`src/rtl/alu_share_arb_pkg.sv`:
```
// alu_share_arb_pkg: FSM encoding and ALUControl limits shared by the arbiter files
package alu_share_arb_pkg;

    localparam int CTRL_W_DEF = 4;
    localparam logic [3:0] CTRL_MAX = 4'b1001;

    typedef enum logic [1:0] {
        IDLE = 2'd0,
        EXEC = 2'd1,
        RESP = 2'd2
    } state_t;

endpackage

```
`src/rtl/alu_share_arb_rr_arb2.sv`:
```
// rr_arb2: two-way round-robin grant with its own last_grant register
module rr_arb2 (
    input  logic       clk,
    input  logic       rst,
    input  logic       en,
    input  logic [1:0] req,
    output logic [1:0] gnt
);

    logic last_grant;

    // on contention the requester not granted last wins
    always_comb begin
        gnt = !en ? 2'b00 : (&req) ? (last_grant ? 2'b01 : 2'b10) : req;
    end

    always_ff @(posedge clk) begin
        if (rst)
            last_grant <= 1'b1;
        else if (|gnt)
            last_grant <= gnt[1];
    end

endmodule

```
`src/rtl/alu_share_arb.sv`:
```
// alu_share_arb: shares one external ALU between two requesters, one operation in flight at a time
module alu_share_arb
    import alu_share_arb_pkg::*;
#(
    parameter int WIDTH  = 32,
    parameter int CTRL_W = CTRL_W_DEF
) (
    input  logic              clk,
    input  logic              rst,
    input  logic              req0_valid,
    output logic              req0_ready,
    input  logic [WIDTH-1:0]  req0_a,
    input  logic [WIDTH-1:0]  req0_b,
    input  logic [CTRL_W-1:0] req0_ctrl,
    input  logic              req1_valid,
    output logic              req1_ready,
    input  logic [WIDTH-1:0]  req1_a,
    input  logic [WIDTH-1:0]  req1_b,
    input  logic [CTRL_W-1:0] req1_ctrl,
    output logic [WIDTH-1:0]  alu_a,
    output logic [WIDTH-1:0]  alu_b,
    output logic [CTRL_W-1:0] alu_ctrl,
    input  logic [WIDTH-1:0]  alu_result,
    input  logic              alu_zero,
    output logic              rsp_valid,
    input  logic              rsp_ready,
    output logic              rsp_id,
    output logic [WIDTH-1:0]  rsp_result,
    output logic              rsp_zero,
    output logic              rsp_err,
    output logic              busy
);

    state_t state, state_nx;
    logic [1:0] gnt;
    logic op_id;
    logic err;

    rr_arb2 u_arb (
        .clk (clk),
        .rst (rst),
        .en  (state == IDLE && !rst),
        .req ({req1_valid, req0_valid}),
        .gnt (gnt)
    );

    assign req0_ready = gnt[0];
    assign req1_ready = gnt[1];
    assign busy       = state != IDLE && !rst;
    assign err        = alu_ctrl > CTRL_W'(CTRL_MAX);

    always_comb begin
        state_nx = state == IDLE ? (|gnt ? EXEC : IDLE) :
                   state == EXEC ? RESP :
                   rsp_ready     ? IDLE : RESP;
    end

    // alu_* are the operand registers themselves, so the ALU never sees live request inputs
    always_ff @(posedge clk) begin
        if (rst) begin
            state      <= IDLE;
            alu_a      <= '0;
            alu_b      <= '0;
            alu_ctrl   <= '0;
            op_id      <= 1'b0;
            rsp_valid  <= 1'b0;
            rsp_id     <= 1'b0;
            rsp_result <= '0;
            rsp_zero   <= 1'b0;
            rsp_err    <= 1'b0;
        end else begin
            state <= state_nx;
            if (|gnt) begin
                alu_a    <= gnt[1] ? req1_a : req0_a;
                alu_b    <= gnt[1] ? req1_b : req0_b;
                alu_ctrl <= gnt[1] ? req1_ctrl : req0_ctrl;
                op_id    <= gnt[1];
            end
            if (state == EXEC) begin
                rsp_valid  <= 1'b1;
                rsp_id     <= op_id;
                rsp_result <= err ? '0 : alu_result;
                rsp_zero   <= !err && alu_zero;
                rsp_err    <= err;
            end else if (rsp_valid && rsp_ready) begin
                rsp_valid <= 1'b0;
            end
        end
    end

endmodule
```
`config.mk`:
```
export PLATFORM = sky130hd
export DESIGN_NAME = alu_share_arb
export DESIGN_NICKNAME = d
export VERILOG_FILES = /design/src/rtl/alu_share_arb_pkg.sv /design/src/rtl/alu_share_arb_rr_arb2.sv /design/src/rtl/alu_share_arb.sv
export SDC_FILE = /design/constraint.sdc
export NUM_CORES = 1
export LEC_CHECK = 0
export ABC_CLOCK_PERIOD_IN_PS = 1800
export BUFFER_PORTS_ARGS = -buffer_cell sky130_fd_sc_hd__buf_2
export CAP_MARGIN = 20
export CORE_ASPECT_RATIO = 1.5
export CORE_MARGIN = 4
export CORE_UTILIZATION = 39
export DETAILED_ROUTE_END_ITERATION = 16
export PLACE_DENSITY = 0.81
export SETUP_SLACK_MARGIN = 0.4
export SLEW_MARGIN = 25
export SYNTH_ARGS = -nofsm -noshare
export SYNTH_HDL_FRONTEND = slang
export SYNTH_HIERARCHICAL = 1
export SYNTH_SLANG_ARGS = --single-unit
```
`constraint.sdc`:
```
create_clock -name clk -period 1.8 [get_ports clk]
set_input_delay 0.36 -clock clk [delete_from_list [all_inputs] [get_ports clk]]
set_output_delay 0.36 -clock clk [all_outputs]
set_load 0.03 [all_outputs]
```
== Word-level counts from Yosys, hierarchy flattened ==
Cells that the tools add are included.
W data, S select, Z words.

* Output and inout bits: 107
* Register bits after elaboration: 108
* Logic and storage cells: 37

* Eq/ne operators: 1
* Reductions and logical operators: 11
* Mux-type cells: 13
* $lt $le $gt $ge: 1

{| class="wikitable"
|+ Operators by type and width
! operator !! count
|-
| $mux W32 || 3
|-
| $mux W2 || 6
|-
| $gt A4 B4 Y1 const B || 1
|-
| $logic_and A1 B1 Y1 || 4
|-
| $mux W4 || 1
|-
| $reduce_bool A2 Y1 || 2
|-
| $mux W1 || 3
|-
| $eq A2 B1 Y1 const B || 1
|-
| $logic_not A1 Y1 || 2
|-
| $logic_not A2 Y1 || 1
|-
| $reduce_and A2 Y1 || 1
|-
| $reduce_or A2 Y1 || 1
|}

== Longest topological paths before layout ==
* Word-level depth: 6
* Gate-level depth with buffers: 10

== Modules after synthesis ==
Netlist, hierarchy kept.

{| class="wikitable"
|+ Modules (own cells, without submodules)
! module !! area each (µm²) !! instances !! seq. area each (µm²) !! cells an instance
|-
| alu_share_arb || 4524.3 || 1 || 2142.1 || 470
|-
| rr_arb2 || 58.8 || 1 || 20.0 || 8
|}

== Worst setup path before layout ==
OpenSTA, ideal clock, no wires.

* Path type: input -> register
* Start: input rst
* End: register alu_ctrl[2]
* Path slack: -0.590 ns
* Cell stages on the path: 9
* Required time: 1.672 ns
* Setup time: 0.128 ns
* Path buffers: 3
* Arrival time: 2.262 ns
* Cell sequence: buf_2 nor3_1 nand2_1 a21oi_1 buf_2 buf_4 mux2i_1 o21ai_0 nor2b_1

* Word-level cells in the longest chain between the ends: 4
* Elaborated cells on any way between the ends: 5
* Those cells by class: mux (2); reduce/logical (3)

{| class="wikitable"
|+ RTL lines
! element !! RTL line !! source
|-
| start, declared || alu_share_arb.sv:9 || <nowiki>input logic rst,</nowiki>
|-
| $logic_not A1 Y1 || alu_share_arb.sv:42 || <nowiki>.en (state == IDLE && !rst),</nowiki>
|-
| $logic_and A1 B1 Y1 || alu_share_arb.sv:42 ||
|-
| $mux W2 || alu_share_arb_rr_arb2.sv:14 || <nowiki>gnt = !en ? 2'b00 : (&req) ? (last_grant ? 2'b01 : 2'b10) : req;</nowiki>
|-
| net req0_ready || alu_share_arb.sv:11 || <nowiki>output logic req0_ready,</nowiki>
|-
| $reduce_or A2 Y1 || alu_share_arb.sv:73 || <nowiki>if (|gnt) begin</nowiki>
|-
| end signal, assigned || alu_share_arb.sv:76 || <nowiki>alu_ctrl <= gnt[1] ? req1_ctrl : req0_ctrl;</nowiki>
|-
| end, declared || alu_share_arb.sv:22 || <nowiki>output logic [CTRL_W-1:0] alu_ctrl,</nowiki>
|}

The timed path passes the listed nets, and every way through them passes these cells.
A chain may end at the register's enable or synchronous reset.

== Worst setup path after layout ==
* Start: register state[1]
* End: output req0_ready

* Word-level cells in the longest chain between the ends: 3

{| class="wikitable"
|+ RTL lines
! element !! RTL line !! source
|-
| start, declared || alu_share_arb.sv:34 || <nowiki>state_t state, state_nx;</nowiki>
|-
| start signal, assigned || alu_share_arb.sv:72 || <nowiki>state <= state_nx;</nowiki>
|-
| $logic_not A2 Y1 || alu_share_arb.sv:42 ||
|-
| $logic_and A1 B1 Y1 || alu_share_arb.sv:42 ||
|-
| $mux W2 || alu_share_arb_rr_arb2.sv:14 ||
|-
| end, declared || alu_share_arb.sv:11 ||
|}

No other way between the ends.

==> qor.txt <==
Gr ovfl total = 0
Port Buffers = 280
Arr. time, crit path = 1.43 ns
Wire per inst = 15.6 µm
Max_slew headroom = 74.7%
FF+latch area = 0.00216 mm²
Net count after synthesis = 652
Logic gate share of total power = 25.9%
Avg Vias per Cell = 4.88
Crit Path Max Fanout = 5
Final Setup Violations = 0
Most crowded layer after global routing = met2
Worst Hold Class = in2reg
# diodes = 0
GR Layer Usage met3 = 5.18%
Final WL = 14400 µm
Die X = 96.5 µm
Pre-CTS WS = -0.0118 ns
Initial antenna violation count = 1
Clock Tree Buf Depth = 2
Routability cong. = 0.843
Power per cell area = 890 mW/mm²
Die Y = 141 µm
Clk pwr share = 31.3%
CTS tree = yes
Top-area cell type share of the netlist area = 47.2%
Final slew viol count = 0
Area Growth Syn to Fin = 52.6%
Psw = 1.92 mW
Number of cell rows = 48
Die Area = 0.0136 mm²
Layout net count = 947
Post-synth top area cell = dfxtp_1
Synth cell types = 24
Clk_skew = 0.0104 ns
Unrepaired setup endpoints after global routing = true
Share of cells above drive strength 1 = 48.6%
Mapped Area = 0.00458 mm²
Final instance area = 0.00699 mm²
R2r worst-path depth = 9
Post-synth top flop = dfxtp_1
Min cycle time layout = 1.79 ns
CP startpoint = state[1]
Ys async rst share = 0%
Post-synth EDFFs = 0
Remaining DRCs = 0
Area of the multi-input gates = 0.00224 mm²
Final Hold Vio Count = 0
Internal power = 4.30 mW
Setup ws final = 0.00700 ns
Hold-fix buffers, CTS = 0
Hold path start = alu_result[11]
Status = completed
Worst reg2reg startpoint = state[1]
Fmax = 0.558 GHz
Worst vdd ir = 454 µV
Vias in the first global route = 4427
Global-route wire length before repair = 21100 µm
Routed via count = 4530
GR Util met1 = 21.5%
CTS sink count = 108
Worst Setup Path Type = reg2out
Max cap viols = 0
HPWL Detailed = 10400 µm
Clock transition at path regs = 0.08 ns
Post-synth top cells = dfxtp_1 (108), nand2_1 (74), mux2i_1 (68), nor2b_1 (68), o21ai_0 (68)
Ys Warns = 6
Leak Pwr = 3.29 nW
Top-count cell post-synth = dfxtp_1
DR iter-0 viols = 97
Yosys reg bits = 108
CTS Buf Count = 9
Worst-Margin Slew = 0.379 ns
Sequential share of power = 42.8%
Clock latency on the worst-skew pair = 0.34 ns
Antenna-violating nets left = 0
Startpoint types = register
Worst endpoint required time = 1.44 ns
Sequential area share after synthesis = 47.2%
Switching share of total power = 30.8%
Post-Synthesis Cells = 478
Initial Util = 39.7%
Overall Global Routing Usage = 19.7%
Post-Syn Area per Cell = 9.59 µm²
# IOs = 281
Placed inst area = 0.00626 mm²
CP Capture Type = output port
Crit share post-route = 99.6%
Root buffer cell = clkbuf_16
GRT met2 Usage = 34.7%
Synth top area cells = dfxtp_1 (47%), mux2i_1 (15%), nor2b_1 (9.3%), o21ai_0 (7.4%), nand2_1 (6.1%)
H-tree levels = 3
Largest net degree at the start of global routing = 44
Core Region = 0.0115 mm²
DRT Pass-1 Iters = 4
Layout fillers = 1017
Worst hold stages = 2
## power by group through the flow
stage               registers [mW]  logic [mW]  clock network, mW
floorplan                     3.04       0.596                  0
global placement              2.71        1.41                  0
detailed placement            2.71        1.43                  0
CTS                           2.66        1.51               2.02
global route                  2.68        1.73               2.10
finish                        2.66        1.61               1.95
## metrics by stage
step	total power [mW]	utilization, %	instances	setup TNS (ns)	hold WS, ns
after floorplan	3.63	-	478	-0.602	0.432
after global placement	4.12	54.3	891	0	0.443
after detailed placement	4.15	54.3	891	-0.0118	0.452
after CTS	6.19	58.4	916	0	0.215
after global routing	6.52	60.6	928	-1.44	0.222
final	6.22	60.6	928	0	0.233
## registers in the layout, indices dropped and copies added (netlist names)
name              cells
alu_a                32
alu_b                32
rsp_result           32
alu_ctrl              4
state                 2
op_id                 1
rsp_err               1
rsp_id                1
rsp_valid             1
rsp_zero              1
u_arb/last_grant      1
## final timing paths
path         slack [ns]        endpoint
max               0.007      req0_ready
min                0.23  rsp_result[11]
max reg2reg        0.03       alu_b[28]
min reg2reg        0.46          rsp_id
## cells by family (layout without fill, tap and decap cells)
kind of cell | after synthesis | in the layout | synth area share, %
DFF | 108 | 108 | 47.2
muxes | 68 | 68 | 14.9
and+or+nand+nor | 151 | 151 | 16.8
AOI/OAI and AO/OA | 112 | 112 | 16.0
buffers and inverters | 39 | 339 | 5.16
## cell usage in the layout, fill, tap and decap left out, types with 2 or more instances in the layout
cell         n
mux2i_1     67
dfxtp_2      2
inv_6        3
buf_6        8
nor2_2       2
clkinv_8     2
buf_4       11
a22o_1       6
a21oi_1      4
buf_8        4
buf_16       3
o21a_1       2
nand2_1     72
nor2b_1     68
dfxtp_1    106
o21ai_1     39
buf_2      277
buf_12      12
clkbuf_16   15
o21ai_0     29
inv_1        2
a21oi_4      2
nor3_4       2
a22o_2      27
nand2_2      2
## final cells by class
type	instances	share of cell area [%]
multi-input cells	331	32.0
flip-flops and latches	108	31.0
repair buffers	321	29.9
clock buffers	9	3.22
well taps	150	2.68
clock inverters	7	1.11
inverters	2	0.107
## what timing repair did
item                                    4_1_cts  5_1_grt
hold endpoints to repair                      0        0
endpoints found under the setup margin       73      106
setup buffers                                 7        6
pin swaps                                     2        4
gates resized for setup                      19       42
gates cloned                                  2        6
## per-layer routing
metal	share of wire, %	routed length (µm)	vias to the layer above
met3	7.7	1120	46
li1	-	-	2227
met4	4.2	603	2
met2	52	7450	193
met1	36	5260	2062
met5	0.12	18	-
## critical path, cell delays in order (launching register included)
cell     delay, ns
dfxtp_2       0.34
nor3_4        0.22
nand2_2       0.11
a21oi_4       0.16
buf_12        0.14
buf_8         0.12
No activity file was read; power rests on OpenSTA's default activity.
